==> config.mk <==
export PLATFORM = sky130hd
export DESIGN_NAME = frame_accumulator
export DESIGN_NICKNAME = d
export VERILOG_FILES = /design/src/rtl/frame_acc_pkg.sv /design/src/rtl/adder33.sv /design/src/rtl/frame_accumulator.sv
export SDC_FILE = /design/constraint.sdc
export NUM_CORES = 1
export LEC_CHECK = 0
export CAP_MARGIN = 0
export CELL_PAD_IN_SITES_DETAIL_PLACEMENT = 0
export CELL_PAD_IN_SITES_GLOBAL_PLACEMENT = 1
export CORE_MARGIN = 3
export CORE_UTILIZATION = 33
export CTS_BUF_LIST = sky130_fd_sc_hd__clkbuf_8
export DETAILED_ROUTE_END_ITERATION = 16
export PLACE_DENSITY = 0.87
export SLEW_MARGIN = 20
export SYNTH_ARGS = -nofsm -noshare
export SYNTH_HDL_FRONTEND = slang
export SYNTH_SLANG_ARGS = --single-unit
export TNS_END_PERCENT = 100
==> constraint.sdc <==
create_clock -name clk -period 17 [get_ports clk]
set_clock_uncertainty 0.1 [all_clocks]
set_input_delay 3.4 -clock clk [delete_from_list [all_inputs] [get_ports clk]]
set_output_delay 3.4 -clock clk [all_outputs]
set_load 0.01 [all_outputs]
==> src/rtl/frame_acc_pkg.sv <==
// Shared types and constants for the frame accumulator slice.
package frame_acc_pkg;

    typedef enum logic {
        ST_ACC  = 1'b0,
        ST_DONE = 1'b1
    } state_e;

    localparam int WORD_W    = 32;
    localparam int ACC_W_DEF = 48;
    localparam int CNT_W_DEF = 16;

endpackage

==> src/rtl/adder33.sv <==
// 32-bit ripple-carry adder with carry in/out (33-bit result).
module adder33
    import frame_acc_pkg::*;
(
    input  logic [WORD_W-1:0] a,
    input  logic [WORD_W-1:0] b,
    input  logic              cin,
    output logic [WORD_W-1:0] sum,
    output logic              carry_out
);

    logic [WORD_W:0] c;

    assign c[0] = cin;

    for (genvar i = 0; i < WORD_W; i++) begin : g_fa
        assign sum[i]   = a[i] ^ b[i] ^ c[i];
        assign c[i+1]   = (a[i] & b[i]) | (c[i] & (a[i] ^ b[i]));
    end

    assign carry_out = c[WORD_W];

endmodule

==> src/rtl/frame_accumulator.sv <==
// Sums a valid/ready stream of 32-bit words per frame; the low word goes
// through adder33 and its carry bumps the upper accumulator bits.
module frame_accumulator
    import frame_acc_pkg::*;
#(
    parameter int ACC_W = ACC_W_DEF,
    parameter int CNT_W = CNT_W_DEF
) (
    input  logic              clk,
    input  logic              rst,
    input  logic [WORD_W-1:0] in_data,
    input  logic              in_valid,
    input  logic              in_last,
    output logic              in_ready,
    output logic [ACC_W-1:0]  out_sum,
    output logic [CNT_W-1:0]  out_count,
    output logic              out_overflow,
    output logic              out_valid,
    input  logic              out_ready
);

    localparam int HI_W = ACC_W - WORD_W;

    state_e              state_q, state_d;
    logic [ACC_W-1:0]    acc_q;
    logic [CNT_W-1:0]    cnt_q;
    logic                ovf_q;
    logic [WORD_W-1:0]   lo_sum;
    logic                cout;
    logic                accept;

    adder33 u_lo_add (
        .a         (acc_q[WORD_W-1:0]),
        .b         (in_data),
        .cin       (1'b0),
        .sum       (lo_sum),
        .carry_out (cout)
    );

    assign accept = in_valid & in_ready;

    always_ff @(posedge clk) begin
        if (rst) state_q <= ST_ACC;
        else     state_q <= state_d;
    end

    always_comb begin
        state_d = state_q;
        case (state_q)
            ST_ACC:  if (accept && in_last) state_d = ST_DONE;
            ST_DONE: if (out_ready)         state_d = ST_ACC;
            default: state_d = ST_ACC;
        endcase
    end

    always_comb begin
        in_ready  = (state_q == ST_ACC);
        out_valid = (state_q == ST_DONE);
    end

    // Overflow is judged on the high word before the increment wraps it.
    always_ff @(posedge clk) begin
        if (rst) begin
            acc_q <= '0;
            cnt_q <= '0;
            ovf_q <= 1'b0;
        end else if (state_q == ST_DONE) begin
            if (out_ready) begin
                acc_q <= '0;
                cnt_q <= '0;
                ovf_q <= 1'b0;
            end
        end else if (accept) begin
            acc_q <= {acc_q[ACC_W-1:WORD_W] + HI_W'(cout), lo_sum};
            cnt_q <= (&cnt_q) ? cnt_q : cnt_q + CNT_W'(1);
            ovf_q <= ovf_q | (cout & (&acc_q[ACC_W-1:WORD_W]));
        end
    end

    assign out_sum      = acc_q;
    assign out_count    = cnt_q;
    assign out_overflow = ovf_q;

endmodule
# Word-level counts from Yosys, hierarchy flattened
# Index checks and enable logic that the tools add are counted.
# classes
n_mux	13
reduce_logical	6
eq_ne	2
bitwise	161
add_sub_neg	2
# op_table
op	n
$mux 48	3
$and 1x1->1	65
$mux 16	4
$xor 1x1->1	63
$or 1x1->1	32
$reduce_and 16->1	2
$add 16x1->16	1
$add 16x1->16 const B	1
$mux 1	5
$ne 2x2->1 const B	2
$reduce_and 3->1	1
$pmux 1 s2	1
$reduce_and 2->1	1
$reduce_bool 2->1	1
$logic_and 1x1->1	1
$not 1->1	1
# totals
input_bits	37
regBits	66
wordCells	188
output_inout_bits	67

# Longest topological paths before layout
# logic_depth
ltp_word	67
ltp_mapped	40
mapped_depth_nobuf	40

# Modules after synthesis
# A second synthesis with hierarchy kept.
# hier_totals
hier_cells	345
hier_area_um2	3395.8
# modules_own_cells
mod	n_inst	seq_area_each_um2	area_each_um2	cells_each
frame_accumulator	1	1321.3	2717.6	303
adder33	1	0.0	678.2	42

# Least setup slack after synthesis
# Ideal clock, no wire load.
# synth_path
kind	input to register
start	in in_data[0]
end	reg acc_q[42], in the netlist out_sum[42]
setup_time_ps	70
arrival_ps	16252
required_ps	16830
path_stages	40
path_buffers	0
setup_slack_ps	578
path_cell_list	ha_1 inv_1 fa_1 fa_1 fa_1 fa_1 fa_1 fa_1 fa_1 fa_1 fa_1 fa_1 fa_1 fa_1 fa_1 fa_1 fa_1 fa_1 (+4 left out) fa_1 fa_1 fa_1 fa_1 fa_1 fa_1 fa_1 fa_1 fa_1 fa_1 inv_1 fa_1 ha_1 inv_1 nor4_1 nand2_1 or2_2 a21oi_1
# synth_via
elab_chain_cells	66
# synth_lines
item	line_no	source
start: declaration	frame_accumulator.sv:11	input logic [WORD_W-1:0] in_data,
$and 1x1->1 (2 in a row)	adder33.sv:18	assign c[i+1] = (a[i] & b[i]) | (c[i] & (a[i] ^ b[i]));
$or 1x1->1	adder33.sv:18	
$and 1x1->1	adder33.sv:18	
$or 1x1->1	adder33.sv:18	
$and 1x1->1	adder33.sv:18	
$or 1x1->1	adder33.sv:18	
$and 1x1->1	adder33.sv:18	
$or 1x1->1	adder33.sv:18	
(+49 left out)	n/a	
$or 1x1->1	adder33.sv:18	
$and 1x1->1	adder33.sv:18	
$or 1x1->1	adder33.sv:18	
$and 1x1->1	adder33.sv:18	
$or 1x1->1	adder33.sv:18	
$add 16x1->16	frame_accumulator.sv:74	acc_q <= {acc_q[ACC_W-1:WORD_W] + HI_W'(cout), lo_sum};
$mux 48	frame_accumulator.sv:73	end else if (accept) begin
$mux 48	frame_accumulator.sv:67	end else if (state_q == ST_DONE) begin
end signal: assignment	frame_accumulator.sv:74	
end: declaration	frame_accumulator.sv:25	logic [ACC_W-1:0] acc_q;
# No other way between the ends. The select of a mux whose other input is x is not followed.
# A chain may end at the register's enable or synchronous reset.

# Final worst setup path
# layout_path
start	in in_data[0]
end	reg acc_q[45], in the netlist out_sum[45]
# Same word-level chain as after synthesis.

==> metrics.log <==
[metrics] status: finished clean
[metrics] TritonRoute pass-1 iters: 4
[metrics] Synth Warn #: 0
[metrics] drc violations: 0
[metrics] ratio of final minimum period to clock period: 0.975
[metrics] die height: between 100 and 150 um
[metrics] cell occurring most often along the worst timing path: fa_1
[metrics] fraction of synthesized cell area taken by the top area cell type: 0.372
[metrics] initial antenna violation count: 0
[metrics] area inside the core boundary: around 0.010 mm^2
[metrics] area delta synth->final: 41.2%
[metrics] clk root buf: clkbuf_8
[metrics] area of the die: between 0.01 and 0.015 mm^2
[metrics] routed length on met2: approximately 4.3 mm
[metrics] final wirelength: ~9.1 mm
[metrics] type of the tightest min-delay check: reg -> reg
[metrics] # setup viols final: 0
[metrics] mean instance size in the synthesized netlist: about 8.7 um^2
[metrics] synthesized net count: 480
[metrics] Clock Tree Buf Depth: 2
[metrics] vias per inst: 4.80
[metrics] proportion of total power due to net switching: 0.285
[metrics] final worst slack: 0.432 ns
[metrics] met1 layer wirelength in the final routing: just under 4 mm
[metrics] worst vdd ir: between 40 and 50 uV
[metrics] clock sink total: 66
[metrics] Crit Reg-Reg Startpoint: out_sum[0]$_SDFFE_PP0P_
[metrics] Filler Cell Count: ~1,000
[metrics] areal power density over the cells: roughly 84 mW/mm^2
[metrics] Place WS: -0.585 ns
[metrics] TritonCTS clock tree: built
[metrics] setup total negative slack: 0 ns
[metrics] Clk pin slew, worst setup/hold paths: ~0.090 ns
[metrics] ys async rst share: 0
[metrics] type of origin of the critical path: primary input
[metrics] DR top layer: met4
[metrics] synth unique cells: 46
[metrics] final-report hold violation count: 0
[metrics] Port Buffers: slightly above 100
[metrics] cell internal power dissipation: 0.000302 W
[metrics] wire length of the first global-routing pass: between 15 and 20 mm
[metrics] number of H-tree branching levels: 3
[metrics] post-CTS setup buffer count: 0
[metrics] kind of critical path: in -> reg
[metrics] critical-path maximum fanout: 3
[metrics] clock latency reported for the late side of the worst-skew pair: 0.34 ns
[metrics] number of max-slew violations in the final report: 0
[metrics] Routed Antenna Nets: 0
[metrics] num ports: ~100
[metrics] share of power burned in registers: 0.416
[metrics] cts bufs inserted: 9
[metrics] post-route insts no fill: about 650
[metrics] synth cell count leaders: dfxtp_1 (66), inv_1 (64), nand2_1 (50)
[metrics] leading register cell type out of synthesis: dfxtp_1
[metrics] number of synthesized register bits: 66
[metrics] Yosys top cell by area: dfxtp_1
[metrics] Synth Cell Area: between 0.003 and 0.004 mm^2
[metrics] critical path endpoint category: register
[metrics] Post-layout nets: 585
[metrics] Hold Buf Count CTS: 0
[metrics] sink of the worst hold path: out_overflow$_SDFFE_PP0P_
[metrics] starting utilization of the core area: 0.341
[metrics] Antenna Cells: 0
[metrics] Worst Path Required: around 17 ns
[metrics] GRT Util Overall: 0.159
[metrics] library cell with the highest instance count after synthesis: dfxtp_1
[metrics] crit-path max cell delay: just under 0.5 ns
[metrics] slew at the pin closest to its max-slew limit: between 0.9 and 1 ns
[metrics] Comb pwr share: 0.226
[metrics] Cells on Worst Hold Path: 2
[metrics] WL/cell: 13.8 um
[metrics] number of synthesized flops with an enable pin: 0
[metrics] switching power total: between 0.0001 and 0.00015 W
[metrics] origin of the worst setup path: in_data[0]
[metrics] data arrival time of the critical path: around 17 ns
[metrics] share of post-route cells with drive strength above 1: 0.100
[metrics] post-placement cell count: 638
[metrics] post-layout minimum cycle time: 16.57 ns
[metrics] maximum achievable frequency: about 60 MHz
[metrics] Detail Route met3 WL: ~740 um
[metrics] remaining global-route overflow: 0
[metrics] Slew headroom: 0.338
[metrics] cell with the largest stage delay on the worst path: clkdlybuf4s50_1
[metrics] top cells by area in the synthesized netlist: dfxtp_1 (37%), fa_1 (17%), inv_1 (6.8%)
[metrics] number of DRC markers in iteration 0: 104
[metrics] Cells after Synth: ~400
[metrics] endpoint of the lowest-slack register-to-register path: out_sum[45]$_SDFFE_PP0P_
[metrics] hold wc startpoint: out_overflow$_SDFFE_PP0P_
[metrics] leakage power: approximately 1.9 nW
[metrics] half-perimeter wire length of the detailed placement result: approximately 6.7 mm
[metrics] pin count of the biggest net entering global routing: 33
[metrics] vias in the first global route: 3,160
[metrics] number of vias in the routed layout: between 3,000 and 4,000
[metrics] number of cell rows: 37
[metrics] setup slack of the worst register-to-register path: roughly 3.6 ns
[metrics] share of the yosys chip area belonging to registers: 0.372
[metrics] number of cells on the worst reg-to-reg path: between 40 and 50
[metrics] die width: roughly 110 um
[metrics] weighted congestion reported at the end of routability-driven placement: ~0.77
[metrics] Max Cap Violations: 0
[metrics] clock group share of total power: 0.357
[critical path, delay by kind of cell]
kind	cells	cell delay, ns
buffers and inverters	5	0.90
AND/OR/NAND/NOR	4	0.37
XOR/XNOR	1	0.19
adder cells (fa/ha/maj)	33	11.84
[sequential cells by signal, summed over array words and instances (netlist names)]
signal	flops
out_count	16
out_overflow	1
out_sum	48
out_valid	1
[routing by layer]
layer	vias up	track usage
met4	0	0.0597
met2	91	0.261
met1	1478	0.193
met5	-	0
met3	15	0.0517
li1	1557	-
[what timing repair did]
| action | 4_1_cts | 5_1_grt |
|---|---|---|
| pin swaps | 1 | 1 |
| gates resized for setup | 8 | 12 |
| endpoints found under the setup margin | 11 | 12 |
[placed cells by master (no fill, tap or decap), types with 6 or more instances in the layout]
cell | Yosys | layout
inv_1 | 64 | 64
nor2_1 | 30 | 28
nor3_1 | 12 | 11
fa_2 | 0 | 13
a21oi_1 | 11 | 11
o21ai_0 | 33 | 33
nand3_1 | 20 | 19
xor2_1 | 6 | 6
clkdlybuf4s50_1 | 0 | 103
nand4_1 | 9 | 9
clkbuf_8 | 0 | 10
dfxtp_1 | 66 | 66
nand2_1 | 50 | 50
fa_1 | 31 | 18
[power groups by stage]
stage,clock [W],sequential (W),combinational (W)
2_1_floorplan,0,0.000183,0.0000436
3_3_place_gp,0,0.000179,0.0000903
3_5_place_dp,0,0.000179,0.0000940
4_1_cts,0.000155,0.000176,0.0000961
5_1_grt,0.000161,0.000178,0.000109
6_report,0.000151,0.000176,0.0000955
[cell families (layout without fill, tap and decap cells)]
logic type | count (synthesis) | in the layout | share of synthesized area
multiplexers | 5 | 5 | 0.0158
flip-flops | 66 | 66 | 0.372
AO/OA/AOI/OAI | 71 | 71 | 0.122
XOR/XNOR | 6 | 6 | 0.0148
AND/OR/NAND/NOR | 146 | 146 | 0.199
buffers and inverters | 79 | 189 | 0.0880
adder cells (fa/ha/maj) | 35 | 35 | 0.189
[through the flow]
stage	cell area, um^2	utilization	hold WS (ns)	power [W]
final	5020	0.482	0.380	0.000422
after global routing	5020	0.482	0.408	0.000448
after CTS	4980	0.478	0.389	0.000427
after detailed placement	4730	0.454	0.374	0.000273
after global placement	4730	0.454	0.363	0.000269
after floorplan	3550	-	0.389	0.000226
[area by class of cell]
cell class | count | area, um^2 | share of cell area
Clock buffer | 10 | 138 | 0.0274
Clock inverter | 6 | 90.1 | 0.0180
Tap cell | 136 | 170 | 0.0339
Multi-Input combinational cell | 263 | 1990 | 0.396
Inverter | 65 | 244 | 0.0486
Timing Repair Buffer | 108 | 1070 | 0.213
Sequential cell | 66 | 1320 | 0.263
[worst max path at each step]
stage	to
after global routing	out_sum[45]$_SDFFE_PP0P_
after floorplan	out_sum[42]$_SDFFE_PP0P_
final	out_sum[45]$_SDFFE_PP0P_
after global placement	out_sum[42]$_SDFFE_PP0P_
after detailed placement	out_sum[42]$_SDFFE_PP0P_
after CTS	out_sum[40]$_SDFFE_PP0P_
Note: power is estimated with default switching activity, not from simulation.
